`config.mk`:
```
export PLATFORM = sky130hd
export DESIGN_NAME = lc3b_control
export DESIGN_NICKNAME = d
export VERILOG_FILES = /design/src/rtl/lc3b_control.sv
export SDC_FILE = /design/constraint.sdc
export NUM_CORES = 1
export LEC_CHECK = 0
export CORE_MARGIN = 2
export CORE_UTILIZATION = 37
export DETAILED_ROUTE_END_ITERATION = 12
export PLACE_DENSITY_LB_ADDON = 0.15
export SYNTH_ARGS = -nofsm -noshare
export SYNTH_HDL_FRONTEND = slang
export SYNTH_SLANG_ARGS = --single-unit
```
`constraint.sdc`:
```
create_clock -name clk -period 1.5 [get_ports clk]
set_input_delay 0.3 -clock clk [delete_from_list [all_inputs] [get_ports clk]]
set_output_delay 0.3 -clock clk [all_outputs]
set_load 0.01 [all_outputs]
```
`src/rtl/lc3b_control.sv`:
```
// ---------------------------------------------------------------------------
// lc3b_control
//
// Moore control FSM for the multi-cycle LC-3b datapath. It sequences fetch,
// decode and execute for ADD, AND, NOT, LDR, STR and BR. Every other opcode
// is decoded as a no-op that goes straight back to fetch.
//
// Ports
//   clk             in   system clock, rising edge
//   rst_n           in   asynchronous active-low reset (forces FETCH1)
//   opcode[3:0]     in   IR[15:12] from the datapath
//   br_en           in   condition codes match IR[11:9]
//   mem_resp        in   memory has completed the current read/write
//   pcmux_sel       out  0: PC+2, 1: branch target
//   load_pc         out  PC register load
//   storemux_sel    out  source-register select for the store path
//   load_ir         out  IR load
//   marmux_sel      out  0: ALU result, 1: PC
//   load_mar        out  MAR load
//   mdrmux_sel      out  0: ALU result, 1: memory read data
//   load_mdr        out  MDR load
//   load_regfile    out  register file write
//   alumux_sel      out  0: SR2, 1: offset
//   regfilemux_sel  out  0: ALU result, 1: MDR
//   load_cc         out  condition-code load
//   alu_op[2:0]     out  ALU function (add/and/not/pass/sll/srl/sra)
//   mem_read        out  memory read strobe
//   mem_write       out  memory write strobe
//   mem_byte_enable out  always 2'b11 (word accesses only)
// ---------------------------------------------------------------------------
module lc3b_control (
   input  logic       clk,
   input  logic       rst_n,
   input  logic [3:0] opcode,
   input  logic       br_en,
   input  logic       mem_resp,
   output logic       pcmux_sel,
   output logic       load_pc,
   output logic       storemux_sel,
   output logic       load_ir,
   output logic       marmux_sel,
   output logic       load_mar,
   output logic       mdrmux_sel,
   output logic       load_mdr,
   output logic       load_regfile,
   output logic       alumux_sel,
   output logic       regfilemux_sel,
   output logic       load_cc,
   output logic [2:0] alu_op,
   output logic       mem_read,
   output logic       mem_write,
   output logic [1:0] mem_byte_enable
);

   // ALU function encoding shared with the datapath ALU
   localparam logic [2:0] alu_add  = 3'd0;
   localparam logic [2:0] alu_and  = 3'd1;
   localparam logic [2:0] alu_not  = 3'd2;
   localparam logic [2:0] alu_pass = 3'd3;
   localparam logic [2:0] alu_sll  = 3'd4;
   localparam logic [2:0] alu_srl  = 3'd5;
   localparam logic [2:0] alu_sra  = 3'd6;

   // Opcodes this controller executes
   localparam logic [3:0] op_br  = 4'b0000;
   localparam logic [3:0] op_add = 4'b0001;
   localparam logic [3:0] op_and = 4'b0101;
   localparam logic [3:0] op_ldr = 4'b0110;
   localparam logic [3:0] op_str = 4'b0111;
   localparam logic [3:0] op_not = 4'b1001;

   typedef enum logic [3:0] {
      FETCH1    = 4'd0,
      FETCH2    = 4'd1,
      FETCH3    = 4'd2,
      DECODE    = 4'd3,
      S_ADD     = 4'd4,
      S_AND     = 4'd5,
      S_NOT     = 4'd6,
      CALC_ADDR = 4'd7,
      LDR1      = 4'd8,
      LDR2      = 4'd9,
      STR1      = 4'd10,
      STR2      = 4'd11,
      BR        = 4'd12,
      BR_TAKEN  = 4'd13
   } state_t;

   state_t state;
   state_t next_state;

   // State register. Reset is asynchronous so that a pending memory strobe
   // drops immediately, abandoning any access in flight.
   always_ff @(posedge clk or negedge rst_n) begin
      if (!rst_n) begin
         state <= FETCH1;
      end else begin
         state <= next_state;
      end
   end

   // Next-state logic. Wait states hold until mem_resp; mem_resp is ignored
   // everywhere else. Encodings outside the enum fall into the default arm
   // and recover to FETCH1.
   always_comb begin
      next_state = FETCH1;
      case (state)
         FETCH1: next_state = FETCH2;
         FETCH2: next_state = mem_resp ? FETCH3 : FETCH2;
         FETCH3: next_state = DECODE;
         DECODE: begin
            case (opcode)
               op_add:         next_state = S_ADD;
               op_and:         next_state = S_AND;
               op_not:         next_state = S_NOT;
               op_ldr, op_str: next_state = CALC_ADDR;
               op_br:          next_state = BR;
               default:        next_state = FETCH1;
            endcase
         end
         S_ADD, S_AND, S_NOT: next_state = FETCH1;
         CALC_ADDR: begin
            if (opcode == op_ldr) begin
               next_state = LDR1;
            end else if (opcode == op_str) begin
               next_state = STR1;
            end else begin
               next_state = FETCH1;
            end
         end
         LDR1:     next_state = mem_resp ? LDR2 : LDR1;
         LDR2:     next_state = FETCH1;
         STR1:     next_state = STR2;
         STR2:     next_state = mem_resp ? FETCH1 : STR2;
         BR:       next_state = br_en ? BR_TAKEN : FETCH1;
         BR_TAKEN: next_state = FETCH1;
         default:  next_state = FETCH1;
      endcase
   end

   // Output decode: a pure function of state. Strobes in wait states stay
   // high through the mem_resp cycle, and load_mdr is held so the MDR
   // captures the data present in that final cycle.
   always_comb begin
      pcmux_sel       = 1'b0;
      load_pc         = 1'b0;
      storemux_sel    = 1'b0;
      load_ir         = 1'b0;
      marmux_sel      = 1'b0;
      load_mar        = 1'b0;
      mdrmux_sel      = 1'b0;
      load_mdr        = 1'b0;
      load_regfile    = 1'b0;
      alumux_sel      = 1'b0;
      regfilemux_sel  = 1'b0;
      load_cc         = 1'b0;
      alu_op          = alu_add;
      mem_read        = 1'b0;
      mem_write       = 1'b0;
      mem_byte_enable = 2'b11;
      case (state)
         FETCH1: begin
            marmux_sel = 1'b1;
            load_mar   = 1'b1;
            pcmux_sel  = 1'b0;
            load_pc    = 1'b1;
         end
         FETCH2, LDR1: begin
            mem_read   = 1'b1;
            mdrmux_sel = 1'b1;
            load_mdr   = 1'b1;
         end
         FETCH3: begin
            load_ir = 1'b1;
         end
         S_ADD, S_AND, S_NOT: begin
            if (state == S_AND) begin
               alu_op = alu_and;
            end else if (state == S_NOT) begin
               alu_op = alu_not;
            end else begin
               alu_op = alu_add;
            end
            alumux_sel     = 1'b0;
            regfilemux_sel = 1'b0;
            load_regfile   = 1'b1;
            load_cc        = 1'b1;
         end
         CALC_ADDR: begin
            alumux_sel = 1'b1;
            alu_op     = alu_add;
            marmux_sel = 1'b0;
            load_mar   = 1'b1;
         end
         LDR2: begin
            regfilemux_sel = 1'b1;
            load_regfile   = 1'b1;
            load_cc        = 1'b1;
         end
         STR1: begin
            storemux_sel = 1'b1;
            alu_op       = alu_pass;
            mdrmux_sel   = 1'b0;
            load_mdr     = 1'b1;
         end
         STR2: begin
            mem_write = 1'b1;
         end
         BR_TAKEN: begin
            pcmux_sel = 1'b1;
            load_pc   = 1'b1;
         end
         default: begin
         end
      endcase
   end

   // Shift encodings are part of the ALU function set but no executed
   // instruction selects them; this keeps them visibly reserved.
   logic [2:0] shift_ops_unused;
   assign shift_ops_unused = alu_sll ^ alu_srl ^ alu_sra;

endmodule
```
## Word level (Yosys, flattened, before mapping)

Index checks and enable logic that the tools add are counted.

- Bits in read-only memories: 0
- Bits in writable memories: 0
- Flip-flop bits (word level): 4
- Bits in latches: 0
- Output and inout bits: 19
- Memories: 0

- Bitwise logic cells: 0
- Add/subtract/negate cells: 0
- $mul: 0
- $lt $le $gt $ge: 0
- Divide/modulo/power cells: 0
- Shift operators: 0
- Muxes and demuxes: 23
- Reduce and logical (&&, ||, !) cells: 9
- Equality and inequality tests: 18

Operators by type and width:

| kind | number |
|---|---|
| 4-bit case mux with 9 select lines | 1 |
| 4-bit by 3-bit == test with 1-bit output (second input constant) | 7 |
| 4-bit == test (second input constant) | 7 |
| 4-bit case mux with 5 select lines | 1 |
| 4-bit 2-to-1 mux | 4 |
| 1-bit 2-to-1 mux | 13 |
| 4-bit by 1-bit == test with 1-bit output (second input constant) | 2 |
| 4-bit by 2-bit == test with 1-bit output (second input constant) | 2 |
| 4-bit logical NOT | 2 |
| 2-bit OR reduction | 4 |
| 2-bit 2-to-1 mux | 3 |
| 3-bit OR reduction | 2 |
| 2-bit case mux with 2 select lines | 1 |
| 4-bit OR reduction | 1 |

## Depth between registers and ports, before layout

Gate-level depths: netlist (run 1).

- Word-level depth: 4
- Gate-level depth with buffers: 5

## Least setup slack after synthesis (run 1)

OpenSTA, ideal clock, no wires.

- Kind: register -> output
- Start point: register state[3]
- End point: output mem_read
- Path buffers: 2
- Data arrival time: 1208 ps
- Stages on the path, launching flop included: 5
- Slack: -8 ps
- Data required time: 1200 ps
- Path through: dfrtp_1 > buf_4 > xnor2_1 > nor3_1 > buf_4

- Longest elaborated chain between the ends: 3
- Elaborated cells on any way between the ends: 4
- Classes of those cells: eq/ne (2); mux (1); reduce/logical (1)

Ends and longest elaborated chain:

| what | line | source |
|---|---|---|
| start: declaration | 89 | `state_t state;` |
| start signal: assignment | 98 | `state <= next_state;` |
| 4-bit == test / 4-bit by 1-bit == test with 1-bit output (equally long branches) | n/a |  |
| 2-bit OR reduction (*) | n/a |  |
| 1-bit 2-to-1 mux (*) | n/a |  |
| end: declaration | 50 | `output logic mem_read,` |

Every way passes the cells marked *; elsewhere a longest branch is shown, timed or not.

## Final worst setup path (run 1)

- Start point: register state[3]
- End point: output load_cc

- Longest elaborated chain between the ends: 3
- Elaborated cells on any way between the ends: 6
- Classes of those cells: eq/ne (4); mux (1); reduce/logical (1)

Ends and longest elaborated chain:

| what | line | source |
|---|---|---|
| 4-bit by 3-bit == test with 1-bit output / 4-bit == test (equally long branches) | 161 | `case (state)` |
| 4-bit OR reduction (no line) (*) | n/a |  |
| 1-bit 2-to-1 mux (*) | 161 |  |
| end: declaration | 48 | `output logic load_cc,` |

Marked as above.

==> results of run 1 <==
power by group through the flow:
stage | Sequential (mW) | Clock [mW] | Combinational (mW)
after floorplan | 0.171 | 0 | 0.495
after global placement | 0.198 | 0 | 0.902
after detailed placement | 0.200 | 0 | 0.902
after CTS | 0.188 | 0.139 | 0.995
after global routing | 0.202 | 0.143 | 1.29
final | 0.199 | 0.136 | 1.20
cell usage in the layout, fill, tap and decap left out, drive strengths merged:
master         count
buf               46
nor2              13
clkdlybuf4s50      7
o21ai              7
nand2              7
a21oi              5
dfrtp              4
nand2b             4
nor3               4
conb               3
clkbuf             3
inv                3
nand3              2
nor3b              1
nor2b              1
a32o               1
nor4b              1
a22oi              1
and3               1
o221ai             1
o211ai             1
nand4              1
o22ai              1
and2               1
xnor2              1
how the worst max path moves through the flow:
stage / start / end / depth (start not counted)
floorplan: state[3] / load_regfile / 5
global placement: state[3] / load_regfile / 4
detailed placement: state[3] / load_cc / 4
CTS: state[3] / mem_read / 4
global route: state[3] / load_cc / 5
finish: state[3] / load_cc / 5
through the flow:
step,utilization,cells
2_1_floorplan,-,72
3_3_place_gp,0.6592,121
3_5_place_dp,0.6592,121
4_1_cts,0.7079,131
5_1_grt,0.7790,135
6_report,0.7790,135
routing by layer:
| layer | up-vias | wire [um] |
|---|---|---|
| met5 | - | 0 |
| met4 | 0 | 25 |
| met3 | 3 | 89 |
| met2 | 26 | 1033 |
| met1 | 347 | 706 |
| li1 | 336 | - |
worst register-to-register path: cells and delay by family, from the launching register on:
kind | cells | cell delay (ps)
buffers and inverters | 2 | 270
AND/OR/NAND/NOR | 2 | 420
flip-flops | 1 | 430
AO/OA/AOI/OAI | 2 | 190
timing repair:
| action | in CTS | in global routing |
|---|---|---|
| setup buffers | 7 | 4 |
| setup endpoints to repair | 16 | 16 |
| gates cloned | 0 | 0 |
| pin swaps | 1 | 4 |
| resized for setup | 85 | 17 |
final cells by class:
type,instances,share of cell area
well taps,15,0.01875
repair buffers,53,0.4163
flip-flops and latches,4,0.1050
clock buffers,3,0.02250
multi-input cells,57,0.4238
inverters,3,0.01375
kinds of logic (layout without fill, tap and decap cells):
logic type / Yosys count / count (layout) / synth area share
simple gates: 36 / 36 / 0.4190
compound gates: 17 / 17 / 0.2170
buf+inv: 11 / 59 / 0.1322
flops: 4 / 4 / 0.1995
other cells: 2 / 3 / 0.01497
xor+xnor: 1 / 1 / 0.01746
==> results by group, run 1 <==
Timing
  • Final WS setup: -115.9 ps
  • Setup TNS: -552.6 ps
  • Hold slack: 267.2 ps
  • Final Setup Violations: 11
  • Post-route minimum period: 1616 ps
  • Fin crit share: 1.077
  • Skew final: 3.730 ps
  • Final Hold Vio Count: 0
  • Highest clock rate: 618.9 MHz
  • Fin. max-slew vios: 0
  • RSZ-0062 raised after global routing: yes

Synthesis
  • Top-count cell post-synth: nor2_1
  • Synth Instances: 71
  • Post-synthesis cell area: 501.7 sq um
  • Sequential area share after synthesis: 0.1995
  • Post-synth top cells: 13 x nor2_1, 6 x buf_4, 6 x nand2_1, 5 x a21oi_1
  • Dominant synthesized flop cell: dfrtp_1
  • Number of synthesized flops with an enable pin: 0
  • Ys async rst share: 1.000
  • Synth top area cells: dfrtp_1 20%, nor2_1 9.7%, buf_4 9.0%, a21oi_1 5.0%, nor4b_4 4.7%
  • Synthesis warning total: 0
  • Top cell type's share of synthesized area: 0.1995
  • Area leader, netlist: dfrtp_1
  • Post-synthesis cell type count: 29
  • FF+latch count, synth: 4
  • Synth Area per Inst: 7.067 sq um

Clocking
  • H-tree depth: 1
  • Clock sinks: 4
  • Clk buf depth: 2
  • Hold buffers post-CTS: 0
  • Clock-pin slew on the worst setup and hold paths: 40 ps
  • CTS Buf Count: 3
  • Worst skew pair latency: 240 ps
  • CTS tree: done
  • CTS Root Cell: clkbuf_4

Placed design
  • Setup slack at placement: -261.6 ps
  • Dpl hpwl: 1110 um
  • # port buffers: 23
  • Placed cell areas: 847.1 sq um
  • Placer Congestion: 0.7885

Floorplanning
  • Core Area: 1285 sq um
  • DIE WIDTH: 40.83 um
  • Die ar.: 1667 sq um
  • I/O pin count: 27
  • Cell row count: 13
  • Die height: 40.83 um
  • Initial Utilization: 0.3905

Drt
  • Routed Antenna Nets: 0
  • Pre-antenna DRT Iters: 4
  • Residual DRC count: 0
  • Final WL: 1854 um
  • Routed via count: 712
  • Wire per inst: 13.73 um
  • Detailed router's first-iteration violation count: 21
  • Vias per cell: 5.274

Final layout
  • Top flop regs: state: 4 flops
  • Share of cells above drive strength 1: 0.6083
  • Antenna diode count: 0
  • P&R area growth vs syn: 99.50%
  • Number of fill cells in the layout: 89
  • Max reg flops: 4
  • Area occupied by multi-input gates: 424.2 sq um
  • Fin nets: 130
  • Register area: 105.1 sq um
  • Post-route cell area: 1001 sq um
  • Reg with most FFs: state

Job
  • Maxcap violations: 0

GRT
  • Tot GR Track Use: 0.2182
  • Total gr overflow: 0
  • Met2 Track Usage GR: 0.4375
  • Busiest grt layer: met2
  • Vias in the first global route: 572
  • First-pass GRT wire length: 2408 um
  • M3 GR Usage: 0
  • Initial antenna violation count: 0
  • Largest net degree at the start of global routing: 7
  • Grt met1 use: 0.2393

Setup path
  • Worst Setup End Kind: output pin
  • Critical-path maximum fanout: 6
  • Crit-path leading delay family: flip-flops
  • Reg2reg end: state[1]
  • Crit-path max cell delay: 430 ps
  • Setup crit start kind: register
  • Required @ worst endpoint: 1200 ps
  • WP data arrival: 1320 ps
  • Critical path, cell by cell: buf_6 -> nand2b_4 -> o21ai_1 -> and2_1 -> buf_2
  • Flop2flop setup slack: 110 ps
  • Reg2Reg Depth: 6
  • Bufs and invs on worst path: 2
  • Critical path type: register to output pin
  • RR Startpoint: state[1]
  • Slowest-stage cell, CP: dfrtp_2

Pwr
  • Int Pwr: 847.1 uW
  • Switching Share: 0.4474
  • Comb pwr share: 0.781
  • PwrDens: 1531 nW/um^2
  • Max IR drop VDD: 0.6821 mV
  • Sequential power share: 0.130
  • Overall power: 1.533 mW
  • LEAKAGE: 0.4962 nW
  • Psw: 685.8 uW
  • Clock Power Share: 0.089

Min path
  • HP Class: primary input to async pin

Status
  • Failing checks: setup timing
  • Run status: complete, but fails checks
Power figures use the tool's default switching activity.
==> run 2: changes to the inputs <==
--- a/config.mk
+++ b/config.mk
@@ -5,8 +5,10 @@
 export SDC_FILE = /design/constraint.sdc
 export NUM_CORES = 1
 export LEC_CHECK = 0
+export CAP_MARGIN = 15
 export CORE_MARGIN = 2
 export CORE_UTILIZATION = 37
+export CTS_CLUSTER_DIAMETER = 30
 export DETAILED_ROUTE_END_ITERATION = 12
 export PLACE_DENSITY_LB_ADDON = 0.15
 export SYNTH_ARGS = -nofsm -noshare
==> results of run 2 <==
Same layout as run 1: the final DEF is identical, and so are final timing and power.
